File: src/rtl/score_pkg.sv
// score_pkg: shared types and constants for the score counter slice.
//   score_state_t : run-state of the game (IDLE, RUN, OVER)
//   bcd_digit_t   : one 4-bit BCD digit
//   BCD_MAX       : largest legal digit value
//   SCORE_DIGITS  : number of digits in the score
package score_pkg;

   localparam int unsigned BCD_W        = 4;
   localparam int unsigned BCD_MAX      = 9;
   localparam int unsigned SCORE_DIGITS = 4;
   localparam int unsigned SCORE_W      = BCD_W * SCORE_DIGITS;

   typedef enum logic [1:0] {
      IDLE = 2'd0,
      RUN  = 2'd1,
      OVER = 2'd2
   } score_state_t;

   typedef logic [BCD_W-1:0] bcd_digit_t;

endpackage : score_pkg

File: src/rtl/bcd_digit.sv
// bcd_digit: one registered decimal digit with carry out.
//   clk, rst : clock, asynchronous active-high reset
//   i_clear  : synchronous clear to 0 (has priority over i_inc)
//   i_inc    : increment request / carry in from the lower digit
//   o_value  : registered digit value, always 0..9
//   o_carry  : combinational carry out, high when i_inc and value is 9
module bcd_digit
   import score_pkg::*;
(
   input  logic       clk,
   input  logic       rst,
   input  logic       i_clear,
   input  logic       i_inc,
   output bcd_digit_t o_value,
   output logic       o_carry
);

   bcd_digit_t value_q;
   bcd_digit_t value_d;
   logic       at_max;

   assign at_max = (value_q == bcd_digit_t'(BCD_MAX));

   // Next value: clear, else decimal increment wrapping 9 -> 0
   always_comb begin
      value_d = value_q;
      if (i_clear) begin
         value_d = '0;
      end else if (i_inc) begin
         value_d = at_max ? '0 : bcd_digit_t'(value_q + bcd_digit_t'(1));
      end
   end

   always_ff @(posedge clk or posedge rst) begin
      if (rst) begin
         value_q <= '0;
      end else begin
         value_q <= value_d;
      end
   end

   assign o_value = value_q;
   assign o_carry = i_inc && at_max;

endmodule : bcd_digit

File: src/rtl/score_counter.sv
// score_counter: four-digit BCD game score advanced by frame ticks.
//   Parameter TICKS_PER_POINT (1..63): frame ticks per score point.
//   clk, rst            : clock, asynchronous active-high reset
//   i_frame_tick        : one pulse per frame (vertical blanking)
//   i_game_start        : pulse, starts a new run (IDLE/OVER -> RUN)
//   i_game_over         : pulse, ends the run (RUN -> OVER)
//   o_digit0..o_digit3  : registered score digits, o_digit0 least significant
//   o_running           : registered, high while in RUN
//   o_hi_digit0..3      : registered session high score (SCORE_HISCORE_EN only)
// Build option: define SCORE_HISCORE_EN to add the high-score register and ports.
module score_counter
   import score_pkg::*;
#(
   parameter int unsigned TICKS_PER_POINT = 6
) (
   input  logic       clk,
   input  logic       rst,
   input  logic       i_frame_tick,
   input  logic       i_game_start,
   input  logic       i_game_over,
   output logic [3:0] o_digit0,
   output logic [3:0] o_digit1,
   output logic [3:0] o_digit2,
   output logic [3:0] o_digit3,
   output logic       o_running
`ifdef SCORE_HISCORE_EN
   ,
   output logic [3:0] o_hi_digit0,
   output logic [3:0] o_hi_digit1,
   output logic [3:0] o_hi_digit2,
   output logic [3:0] o_hi_digit3
`endif
);

   localparam int unsigned PRE_W =
      (TICKS_PER_POINT > 1) ? $clog2(TICKS_PER_POINT) : 1;
   localparam logic [PRE_W-1:0] PRE_LAST = PRE_W'(TICKS_PER_POINT - 1);

   score_state_t     state_q, state_d;
   logic [PRE_W-1:0] prescale_q, prescale_d;
   logic             running_q, running_d;
   logic             score_clear;
   logic             score_inc;

   bcd_digit_t          digit_value [SCORE_DIGITS];
   logic [SCORE_DIGITS-1:0] digit_inc;
   logic [SCORE_DIGITS-1:0] digit_carry;
   logic                score_wrap_unused;
   logic [SCORE_W-1:0]  score_flat;

   // FSM next state, prescaler and score strobes
   always_comb begin
      state_d     = state_q;
      prescale_d  = prescale_q;
      score_clear = 1'b0;
      score_inc   = 1'b0;
      unique case (state_q)
         IDLE: begin
            if (i_game_start) begin
               state_d     = RUN;
               score_clear = 1'b1;
               prescale_d  = '0;
            end
         end
         RUN: begin
            // game over wins over a coincident tick
            if (i_game_over) begin
               state_d = OVER;
            end else if (i_frame_tick) begin
               if (prescale_q == PRE_LAST) begin
                  prescale_d = '0;
                  score_inc  = 1'b1;
               end else begin
                  prescale_d = PRE_W'(prescale_q + PRE_W'(1));
               end
            end
         end
         OVER: begin
            if (i_game_start) begin
               state_d     = RUN;
               score_clear = 1'b1;
               prescale_d  = '0;
            end
         end
         default: begin
            state_d = IDLE;
         end
      endcase
      running_d = (state_d == RUN);
   end

   always_ff @(posedge clk or posedge rst) begin
      if (rst) begin
         state_q    <= IDLE;
         prescale_q <= '0;
         running_q  <= 1'b0;
      end else begin
         state_q    <= state_d;
         prescale_q <= prescale_d;
         running_q  <= running_d;
      end
   end

   // Ripple carry chain: each digit's carry out increments the next digit
   assign digit_inc = {digit_carry[SCORE_DIGITS-2:0], score_inc};
   // Carry out of the top digit is dropped so 9999 wraps to 0000
   assign score_wrap_unused = digit_carry[SCORE_DIGITS-1];

   for (genvar g = 0; g < SCORE_DIGITS; g++) begin : g_digit
      bcd_digit u_digit (
         .clk     (clk),
         .rst     (rst),
         .i_clear (score_clear),
         .i_inc   (digit_inc[g]),
         .o_value (digit_value[g]),
         .o_carry (digit_carry[g])
      );
   end

   assign score_flat = {digit_value[3], digit_value[2], digit_value[1], digit_value[0]};

   assign o_digit0  = digit_value[0];
   assign o_digit1  = digit_value[1];
   assign o_digit2  = digit_value[2];
   assign o_digit3  = digit_value[3];
   assign o_running = running_q;

`ifdef SCORE_HISCORE_EN
   logic [SCORE_W-1:0] hi_q, hi_d;
   logic               over_first_q, over_first_d;

   // BCD digit order matches numeric order, so a plain unsigned compare works
   always_comb begin
      over_first_d = (state_q == RUN) && (state_d == OVER);
      hi_d         = hi_q;
      if (over_first_q && (score_flat > hi_q)) begin
         hi_d = score_flat;
      end
   end

   always_ff @(posedge clk or posedge rst) begin
      if (rst) begin
         hi_q         <= '0;
         over_first_q <= 1'b0;
      end else begin
         hi_q         <= hi_d;
         over_first_q <= over_first_d;
      end
   end

   assign o_hi_digit0 = hi_q[3:0];
   assign o_hi_digit1 = hi_q[7:4];
   assign o_hi_digit2 = hi_q[11:8];
   assign o_hi_digit3 = hi_q[15:12];
`else
   logic [SCORE_W-1:0] score_flat_unused;
   assign score_flat_unused = score_flat;
`endif

endmodule : score_counter

File: config.mk
export PLATFORM = sky130hd
export DESIGN_NAME = score_counter
export DESIGN_NICKNAME = d
export VERILOG_FILES = /design/src/rtl/score_pkg.sv /design/src/rtl/bcd_digit.sv /design/src/rtl/score_counter.sv
export SDC_FILE = /design/constraint.sdc
export NUM_CORES = 1
export LEC_CHECK = 0
export ABC_AREA = 1
export CORE_MARGIN = 5
export CORE_UTILIZATION = 31
export CTS_CLUSTER_DIAMETER = 200
export DETAILED_ROUTE_END_ITERATION = 10
export GPL_ROUTABILITY_DRIVEN = 0
export HOLD_SLACK_MARGIN = 0.03
export PLACE_DENSITY = 0.57
export SETUP_SLACK_MARGIN = 0.1
export SYNTH_ARGS = -nofsm -noshare
export SYNTH_HDL_FRONTEND = slang
export SYNTH_SLANG_ARGS = --single-unit
File: constraint.sdc
create_clock -name clk -period 1.2 [get_ports clk]
set_input_delay 0.36 -clock clk [delete_from_list [all_inputs] [get_ports clk]]
set_output_delay 0.36 -clock clk [all_outputs]
set_load 0.02 [all_outputs]
# Yosys cells after proc, flatten, opt, wreduce, memory -nomap -nowiden
# Index checks and enable logic that the tools add are counted.
# Widths: inputs -> output; s select.
# word_totals
register_bits	22
latchBits	0
ramBits	0
rom_bits	0
word_cells	60
mem_count	0
# op_classes
add_sub_neg	5
n_mul	0
div	0
order_cmp	0
eq_ne	11
n_shift	0
muxes	26
bitwise_logic	0
n_reduce_logical	11
# ops
op	n
$mux 4	12
$add 4x1->4 const B	4
$eq 4x4->1 const B	4
$mux 3	4
$reduce_bool 2->1	5
$mux 1	6
$pmux 3 s2	1
$eq 2x1->1 const B	2
$mux 2	2
$ne 2x2->1 const B	2
$pmux 2 s2	1
$reduce_and 4->1	1
$add 3x1->3 const B	1
$eq 3x3->1 const B	1
$logic_and 1x1->1	3
$eq 2x2->1 const B	1
$logic_not 2->1	1
$ne 2x1->1 const B	1
$reduce_or 2->1	1

# Depth between registers and ports, before layout
# logic_depth
ltp_word	10
depth_mapped	8

# Hierarchy
# Synthesis repeated with hierarchy kept, for this count alone.
# unflattened
cells_unflattened	187
area_unflattened_um2	1380.1
# by_module_without_submodules
mod	n_inst	cells_per_inst	area_per_inst_um2
bcd_digit	4	37	269.0
score_counter	1	39	304.0

# Worst setup path before layout
# No wires, ideal clock.
# synth_path
path_type	register to register
start	reg g_digit[1].u_digit.value_q[1]
end	reg g_digit[3].u_digit.value_q[0]
arrival_time_ps	1174
required_time_ps	1083
slack_ps	-92
path_stages_with_launch	7
synth_period_minus_slack_ps	1292
path_cell_list	dfrtp_1 > inv_1 > nand2_1 > nor2_1 > nand4_1 > nand3_1 > nand2_1
# synth_between
elab_chain_cells	4
# synth_rtl
item	line_no	text
start: declaration	bcd_digit.sv:18	bcd_digit_t value_q;
start signal: assignment	bcd_digit.sv:38	value_q <= value_d;
$eq 4x4->1	bcd_digit.sv:22	assign at_max = (value_q == bcd_digit_t'(BCD_MAX));
$logic_and 1x1->1 (2 in series)	bcd_digit.sv:43	assign o_carry = i_inc && at_max;
$reduce_bool 2->1 (no line)	-	
end signal: assignment	bcd_digit.sv:38	
end: declaration	bcd_digit.sv:18	
# No other way between the ends.
# A chain may end at the register's enable or synchronous reset.

# Worst setup path in the final report
# layout_path
start	reg g_digit[1].u_digit.value_q[2]
end	out o_digit1[2]
# layout_lines
item	line_no	text
end: declaration	score_counter.sv:22	output logic [3:0] o_digit1,
# No word-level cell between the ends.

==> results.py <==
metrics = {
    "global_routing": {
        "grt.total_usage_pct": 12.7,
        "first_global_vias": 1255,
        "grt_max_degree": 23,
        "grt_pass1_wl_mm": 5.33,
        "antenna_found_initial": 0,
        "grt-ovfl-total": 0,
    },
    "final_layout": {
        "multi_input_area_sq_um": 719,
        "seq_area_sq_um": 564,
        "drive_gt1_share_pct": 53.1,
        "fin_cells": 278,
        "area_growth_pct": 67.3,
        "stdcell_area_sq_mm": 0.00209,
        "diodes": 0,
        "num-nets-final": 234,
        "fill_cells": 379,
    },
    "place": {
        "hpwl_mm": 2.14,
        "dpl_cell_area_sq_mm": 0.00176,
        "placed_cells": 264,
        "io_buffers": 21,
    },
    "sta": {
        "setup_violations": 16,
        "slew_headroom_pct": 83.3,
        "setup_tns_ps": -643,
        "setup_ws_ps": -95.8,
        "finalHoldViolations": 0,
        "slew_viol_final": 0,
        "clock_skew_ps": 11.7,
        "fmax_mhz": 772,
        "period_minus_slack_ps": 1300,
        "worst_pin_slew_ps": 250,
        "rsz0062_at_grt": "yes",
        "post-route-period-util_pct": 108,
    },
    "cts": {
        "cts_tree": "done",
        "numCtsBuffers": 3,
        "h-tree-depth": 1,
        "clk_latency_ps": 270,
        "cts_sinks": 22,
        "cts_buffer_depth": 2,
        "path_clk_slew_ps": 90,
        "cts_root_buf": "clkbuf_8",
    },
    "drt": {
        "drt_first_pass_iters": 4,
        "vias": 1287,
        "drtAntennaViolNets": 0,
        "drt-vias-per-instance": 4.63,
        "routed_wl_mm": 3.24,
        "drt_iter0_markers": 72,
        "drcViolationCount": 0,
        "wl_per_cell_um": 11.7,
    },
    "worst_setup_path": {
        "r2r-start": "g_digit[1].u_digit.o_value[2]$_DFFE_PP0P_",
        "slowest_delay_ps": 420,
        "cp-end-kind": "output pin",
        "cp-endpoint": "o_digit1[2]",
        "critPathKind": "reg -> out",
        "rr_worst_depth": 7,
        "r2r-end": "g_digit[3].u_digit.o_value[2]$_DFFE_PP0P_",
        "cp_cell_sequence": "buf_4, buf_6",
        "crit_fanout": 2,
        "start_kind": "register",
        "crit_required_ps": 840,
        "cp_slowest_cell": "dfrtp_2",
        "crit_start": "g_digit[1].u_digit.o_value[2]$_DFFE_PP0P_",
        "crit_arrival_ps": 940,
        "r2r_setup_slack_ps": -80,
    },
    "floorplan": {
        "core.rowCount": 23,
        "dieWidth_um": 73.5,
        "start_util_pct": 31.7,
        "core_sq_mm": 0.00394,
        "dieArea_sq_mm": 0.00541,
        "io_pins": 22,
        "die_y_um": 73.5,
    },
    "yosys": {
        "syn_avg_cell_area_sq_um": 7.54,
        "ys_ff_latch": 22,
        "netlist_area_sq_mm": 0.00125,
        "synth_cells": 166,
        "ys_types": 23,
        "yosysSeqAreaShare_pct": 44.0,
        "syn_nets": 171,
        "yosysWarningCount": 0,
    },
    "hold_path": {
        "hp-class": "in -> async",
    },
    "pwr": {
        "max-vdd-ir-drop_uv": 576,
        "p_leak_nw": 0.963,
        "power_density_mw_per_mm2": 1100,
    },
    "outcome": {
        "failed_checks": "negative setup slack",
        "status": "finished with violations",
    },
    "flow_run": {
        "drv_cap": 0,
    },
}
[worst max-delay path, delay by kind of cell (launching register included)]
kind,cells,cell delay (ps)
flops,1,420
buf+inv,2,250
[registers in the layout (all words and copies together) (netlist names)]
signal                   cells
state_q                      2
g_digit.u_digit.o_value     16
prescale_q                   3
o_running                    1
[logic make-up after synthesis]
family / count (synthesis) / share of synthesized area, %
xor+xnor: 3 / 2.10
flops: 22 / 44.0
simple gates: 88 / 34.2
compound gates: 23 / 9.80
buf+inv: 30 / 9.90
[worst min path at each step]
stage                                   start                                         to  slack (ps)
floorplan                                 rst  g_digit[0].u_digit.o_value[0]$_DFFE_PP0P_         350
global placement         state_q[1]$_DFF_PP0_                       state_q[1]$_DFF_PP0_         530
detailed placement  prescale_q[2]$_DFFE_PP0P_                  prescale_q[2]$_DFFE_PP0P_         520
CTS                                       rst  g_digit[0].u_digit.o_value[2]$_DFFE_PP0P_         410
global route                              rst  g_digit[2].u_digit.o_value[0]$_DFFE_PP0P_         420
finish                                    rst  g_digit[0].u_digit.o_value[2]$_DFFE_PP0P_         410
[timing repair]
| action | in CTS | in global routing |
|---|---|---|
| buffers inserted | 7 | 5 |
| pin swaps | 19 | 18 |
| gates cloned | 1 | 0 |
| hold buffers | 0 | 0 |
| gates resized for setup | 123 | 40 |
| setup endpoints to repair | 37 | 38 |
[layer usage]
metal / track usage (%) / part of all wire, % / up-vias / wire length [um]
li1: - / - / 656 / -
met1: 15.8 / 45 / 602 / 1470
met2: 20.8 / 49 / 23 / 1590
met3: 2.33 / 3.7 / 6 / 119
met4: 6.64 / 1.9 / 0 / 61
met5: 0 / 0 / - / 0
[report_power, final]
group	internal (mW)	switching (mW)	leakage, nW
logic	0.337	0.379	0.645
registers	0.816	0.0766	0.282
clock network	0.446	0.254	0.0357
[cell usage in the layout (no fill, tap or decap), drive strengths merged]
master,n
a21oi,3
buf,55
bufinv,1
clkbuf,3
clkdlybuf4s50,1
clkinv,1
clkinvlp,1
dfrtp,22
dlygate4sd2,3
inv,27
nand2,36
nand3,26
nand3b,1
nand4,4
nor2,18
nor3,3
o21ai,20
xor2,3
[Yosys cell counts (all sizes together)]
cell | instances | share of area (%)
nand4 | 4 | 2.0
nor3 | 3 | 1.2
nand3b | 1 | 0.60
a21oi | 3 | 1.2
xor2 | 3 | 2.1
nand2 | 36 | 12
clkbuf | 1 | 1.1
dfrtp | 22 | 44
buf | 1 | 0.40
nand3 | 26 | 12
o21ai | 20 | 8.6
nor2 | 18 | 7.0
clkinv | 1 | 0.30
inv | 27 | 8.1
[metrics by stage]
step           power [mW]  hold WS [ps]  utilization [%]  setup WS [ps]
5_1_grt              2.44           419             53.1           -223
3_3_place_gp         1.41           528             44.7           -471
2_1_floorplan        1.18           349                -           24.4
4_1_cts              2.27           410             49.7          -81.6
6_report             2.31           405             53.1          -95.8
3_5_place_dp         1.41           516             44.7           -496
[cell type report]
class / count / share of cell area (%)
Inverter: 28 / 5.86
Clock buffer: 3 / 1.97
Multi-Input combinational cell: 114 / 34.4
Clock inverter: 1 / 1.43
Sequential cell: 22 / 27.0
Timing Repair inverter: 1 / 0.359
Tap cell: 50 / 2.99
Timing Repair Buffer: 59 / 26.1
Note: power is estimated with default switching activity, not from simulation.
==> variant 1, RTL diff (same flow settings) <==
The option `SCORE_HISCORE_EN` is turned on by a define.
--- a/src/rtl/score_counter.sv
+++ b/src/rtl/score_counter.sv
@@ -8,6 +8,8 @@
 //   o_running           : registered, high while in RUN
 //   o_hi_digit0..3      : registered session high score (SCORE_HISCORE_EN only)
 // Build option: define SCORE_HISCORE_EN to add the high-score register and ports.
+`define SCORE_HISCORE_EN
+
 module score_counter
    import score_pkg::*;
 #(
Check against the original RTL (old outputs only; new: o_hi_digit0, o_hi_digit1, o_hi_digit2 and o_hi_digit3): equivalent (equiv_simple and equiv_induct, registers matched by name and starting in step).
==> variant 1 against the unedited design <==
Sequential cell count is 17 higher; critical path type is now reg -> reg; setup slack worse by 0.42 ns; design area is 120% higher; critical endpoint is now hi_q[9]; routed wire length grew 140%; worst hold slack lost 0.12 ns; area after synthesis grew 88%; the run still ends with setup timing left; total power grew to 2.9 times the old value; global-route usage up 2.2 points.
==> variant 1: results <==
group,metric,value,unit
synthesis,synth_compound_area_share,10.4,%
synthesis,syn_inst,282,
global_routing,antenna_found_initial,0,
finish,drive_gt1_share,66.1,%
run_status,status,"finished with violations",
placed_design,portBuffers,37,
pwr,internal_power,3.94,mW
drt,vias,2515,
finish,num-nets-final,456,
pwr,ir_drop,956,uV
synthesis,synth_commonest_cells,"60 x nand2_1, 41 x inv_1, 39 x dfrtp_1",
clocking,clk-insertion-delay-late,0.30,ns
synthesis,synth_nets,303,
synthesis,synthDistinctLibCells,32,
finish,fillers,552,
finish,fin_cells,535,
timing,tightest_slew,0.314,ns
drt,drt_iter0_drc,76,
drt,first_pass_iters,5,
worst_setup_path,arrival,1.90,ns
hold_path,worstHoldPathType,"in -> async",
synthesis,synth_area_leaders,"dfrtp_1 42%, nand2_1 9.6%, ha_1 8.5%",
drt,wire_per_inst,14.6,um
timing,fin_skew,0.0141,ns
finish,n_antenna_cell,0,
global_routing,grt_pass1_wl,11800,um
timing,setup_viol,67,
worst_setup_path,path_max_fanout,8,
synthesis,synth_xor_xnor_area_share,0.746,%
placed_design,dp.cells,478,
clocking,root_buffer,"clkbuf_8",
finish,seqCellArea,1010,um2
synthesis,yosysSeqAreaShare,41.6,%
synthesis,ys_warn_count,0,
synthesis,synth_fa_ha_area_share,8.53,%
placed_design,dpl.hpwl,4590,um
clocking,numCtsBuffers,5,
placed_design,placed_cell_area,3410,um2
global_routing,track_usage,14.9,%
clocking,htreeDepth,2,
clocking,cts_buffer_depth,2,
timing,worst_slack,-0.511,ns
global_routing,grt_max_degree,33,
pwr,p_leak,2.14,nW
run_status,violations,"setup timing",
-- variant 1: changes by cell type after synthesis, moves of 4 or more --
| cell | unedited run | this run |
|---|---|---|
| nand2_1 | 34 | 60 |
| dfrtp_1 | 22 | 39 |
| inv_1 | 24 | 41 |
| ha_1 | 0 | 16 |
| nand2_2 | 1 | 15 |
| a21oi_1 | 3 | 12 |
| o21ai_0 | 16 | 8 |
| nand3_1 | 24 | 30 |
| nor2_2 | 5 | 1 |
| o21ai_1 | 2 | 6 |
-- variant 1: layout make-up --
cell class / instances / share of cell area [%]
clock inverter: 1 / 0.110
multi-input combinational: 195 / 36.1
clock buffer: 7 / 1.68
inverter: 43 / 4.06
timing repair inverter: 1 / 0.165
timing repair buffer: 150 / 33.0
sequential: 39 / 22.1
tap: 99 / 2.72
-- variant 1: per-stage QoR --
| step | setup TNS, ns | hold slack (ns) | setup slack, ns | power (mW) |
|---|---|---|---|---|
| after floorplan | -8.56 | 0.332 | -0.495 | 3.17 |
| after global placement | -26.16 | 0.553 | -0.619 | 4.17 |
| after detailed placement | -27.39 | 0.562 | -0.651 | 4.22 |
| after CTS | -15.35 | 0.288 | -0.469 | 5.77 |
| after global routing | -20.71 | 0.286 | -0.593 | 7.15 |
| final | -17.09 | 0.290 | -0.511 | 6.76 |
-- variant 1: metal layers --
metal / vias up / GRT usage [%] / routed length [um]
met3: 11 / 2.66 / 302
li1: 1226 / - / -
met4: 0 / 4.21 / 107
met1: 1215 / 19.3 / 3380
met2: 63 / 25.3 / 4030
met5: - / 0 / 0
-- variant 1: power groups by stage --
stage | clock, mW | combinational (mW) | sequential, mW
finish | 0.910 | 4.18 | 1.67
CTS | 0.916 | 3.20 | 1.66
global route | 0.976 | 4.47 | 1.70
floorplan | 0 | 1.30 | 1.88
detailed placement | 0 | 2.57 | 1.65
global placement | 0 | 2.52 | 1.65
-- variant 1: what timing repair did --
action,CTS,global route
hold buffers,0,0
gates cloned,1,1
setup buffers,26,35
resized for setup,286,75
pin swaps,33,33
endpoints found under the setup margin,69,72
-- variant 1: path summary, 6_finish.rpt --
kind                                               start                            end  slack (ns)  cells past startpoint
max                        g_digit[1].u_digit.o_value[3]                        hi_q[9]       -0.51                      8
max reg2reg                g_digit[1].u_digit.o_value[3]                        hi_q[9]       -0.51                      8
min                                                  rst                      o_running        0.29                      2
max in group asynchronous                            rst  g_digit[0].u_digit.o_value[0]        0.55                      3
min reg2reg                                prescale_q[2]                  prescale_q[2]        0.58                      2
min in group clk                           prescale_q[2]                  prescale_q[2]        0.58                      2
-- variant 1: critical path, cell delays in order (launching register included) --
cell	delay, ns
dfrtp_2	0.44
ha_4	0.29
nand2_4	0.05
nor2_4	0.09
nand4_1	0.12
o21a_4	0.31
buf_8	0.16
nand3_1	0.08
nand2_1	0.05
==> variant 2, RTL diff (same flow settings) <==
Made on the original files. The 3 states of `score_state_t` get a one-hot encoding in 3 bits.
--- a/src/rtl/score_pkg.sv
+++ b/src/rtl/score_pkg.sv
@@ -10,10 +10,10 @@
    localparam int unsigned SCORE_DIGITS = 4;
    localparam int unsigned SCORE_W      = BCD_W * SCORE_DIGITS;
 
-   typedef enum logic [1:0] {
-      IDLE = 2'd0,
-      RUN  = 2'd1,
-      OVER = 2'd2
+   typedef enum logic [2:0] {
+      IDLE = 3'b001,
+      RUN  = 3'b010,
+      OVER = 3'b100
    } score_state_t;
 
    typedef logic [BCD_W-1:0] bcd_digit_t;
Check against the original RTL: no difference found for any inputs over 10 cycles, from zero or initial values and one cycle with rst high; not proved beyond that.
==> variant 2 against the unedited design <==
The flow still finishes with violations (setup timing); die area up 5.1%; register-to-register slack worse by 0.098 ns; maximum frequency fell by 5.9%; area after synthesis is 5.9% higher; synthesized cell count up 1.8%; setup slack worse by 0.082 ns; sequential cell count up 1; routed wire length fell by 1.5%; design area rose by 4.0%; critical path type is now reg -> reg; largest cell class unchanged.
Power is not compared: it rests on default switching activity, and its combinational part moved more than twofold at a synthesized area within 25%.
==> variant 2: results <==
group,metric,value,unit
timing,slew_headroom,76.7,%
timing,fin_skew,0.00681,ns
clocking,clk-insertion-delay-late,0.26,ns
finish,drive_gt1_share,46.9,%
placed_design,dp.cells,275,
timing,setup_viol,24,
global_routing,track_usage,12.3,%
worst_setup_path,critPathLaunch,"state_q[0]",
synthesis,synth_nets,174,
timing,finalHoldWorstSlack,0.410,ns
placed_design,pre_cts_slack,-0.524,ns
finish,fillers,380,
placed_design,portBuffers,21,
synthesis,yosysSeqAreaShare,43.5,%
run_status,status,"finished with violations",
global_routing,grt_pass1_vias,1330,
worst_setup_path,critPathCapture,"g_digit[3].u_digit.o_value[3]",
placed_design,dpl.hpwl,2250,um
global_routing,grt_util_met1,16.3,%
global_routing,grt_pass1_wl,5550,um
timing,worst_slack,-0.178,ns
global_routing,antenna_found_initial,0,
global_routing,met2_usage,20.4,%
clocking,cts_setup_buffers,2,
timing,tns,-2.91,ns
worst_setup_path,arrival,1.54,ns
synthesis,avgSynthCellArea,7.84,um2
drt,drt_iter0_drc,74,
finish,fin_cells,295,
pwr,internal_power,1.98,mW
global_routing,grt_max_degree,24,
worst_setup_path,timing.rr.start,"state_q[0]",
synthesis,synth_commonest_cells,"43 x nand2_1, 23 x inv_1, 22 x dfrtp_1",
drt,wire_per_inst,10.8,um
global_routing,use_met3,2.24,%
synthesis,synth_area_leaders,"dfrtp_1 42%, nand2_1 12%, nand3_1 7.9%",
finish,num-nets-final,251,
clocking,cts_resized,105,
synthesis,synthDistinctLibCells,26,
drt,via_per_inst,4.57,
run_status,violations,"setup timing",
worst_setup_path,path_max_fanout,16,
## variant 2: cell count changes in the layout (fill, tap and decap cells not counted), sizes merged, moves of 2 or more
cell / unedited run / this run
buf: 55 / 69
dlygate4sd2: 3 / 1
nand2: 36 / 49
nand3: 26 / 21
nor2: 18 / 15
nor3: 3 / 1
o21ai: 20 / 18
o31ai: 0 / 2
## variant 2: stage by stage
step / utilization, % / cell area [um2] / power, mW
after floorplan: - / 1360 / 2.02
after global placement: 46.7 / 1900 / 2.60
after detailed placement: 46.7 / 1900 / 2.61
after CTS: 49.2 / 2000 / 3.21
after global routing: 53.7 / 2180 / 3.57
final: 53.7 / 2180 / 3.32
## variant 2: layout make-up
| cell class | count | area [um2] | share of cell area (%) |
|---|---|---|---|
| repair buffers | 73 | 666 | 30.6 |
| inverters | 26 | 97.6 | 4.48 |
| clock buffers | 4 | 45.0 | 2.07 |
| well taps | 50 | 62.6 | 2.87 |
| flip-flops and latches | 23 | 581 | 26.7 |
| multi-input cells | 119 | 726 | 33.3 |
## variant 2: per-layer routing
layer	vias to the layer above	wire [um]
met5	-	0
met4	0	24
met3	2	102
met2	21	1520
met1	627	1550
li1	699	-
## variant 2: critical path: stages (launching register included)
cell	delay [ns]
dfstp_2	0.57
nor2_4	0.05
nor2_4	0.14
nand2_8	0.13
o31ai_4	0.13
nand2_4	0.11
nand2_2	0.09
nand2_2	0.04
## variant 2: logic make-up (layout without fill, tap and decap cells)
kind of cell | Yosys count | in the layout | share of synthesized area [%]
xor gates and xnor gates | 3 | 3 | 1.98
AOI/OAI and AO/OA | 24 | 24 | 11.3
and+or+nand+nor | 91 | 92 | 34.1
DFF | 23 | 23 | 43.5
buffers and inverters | 28 | 103 | 9.06
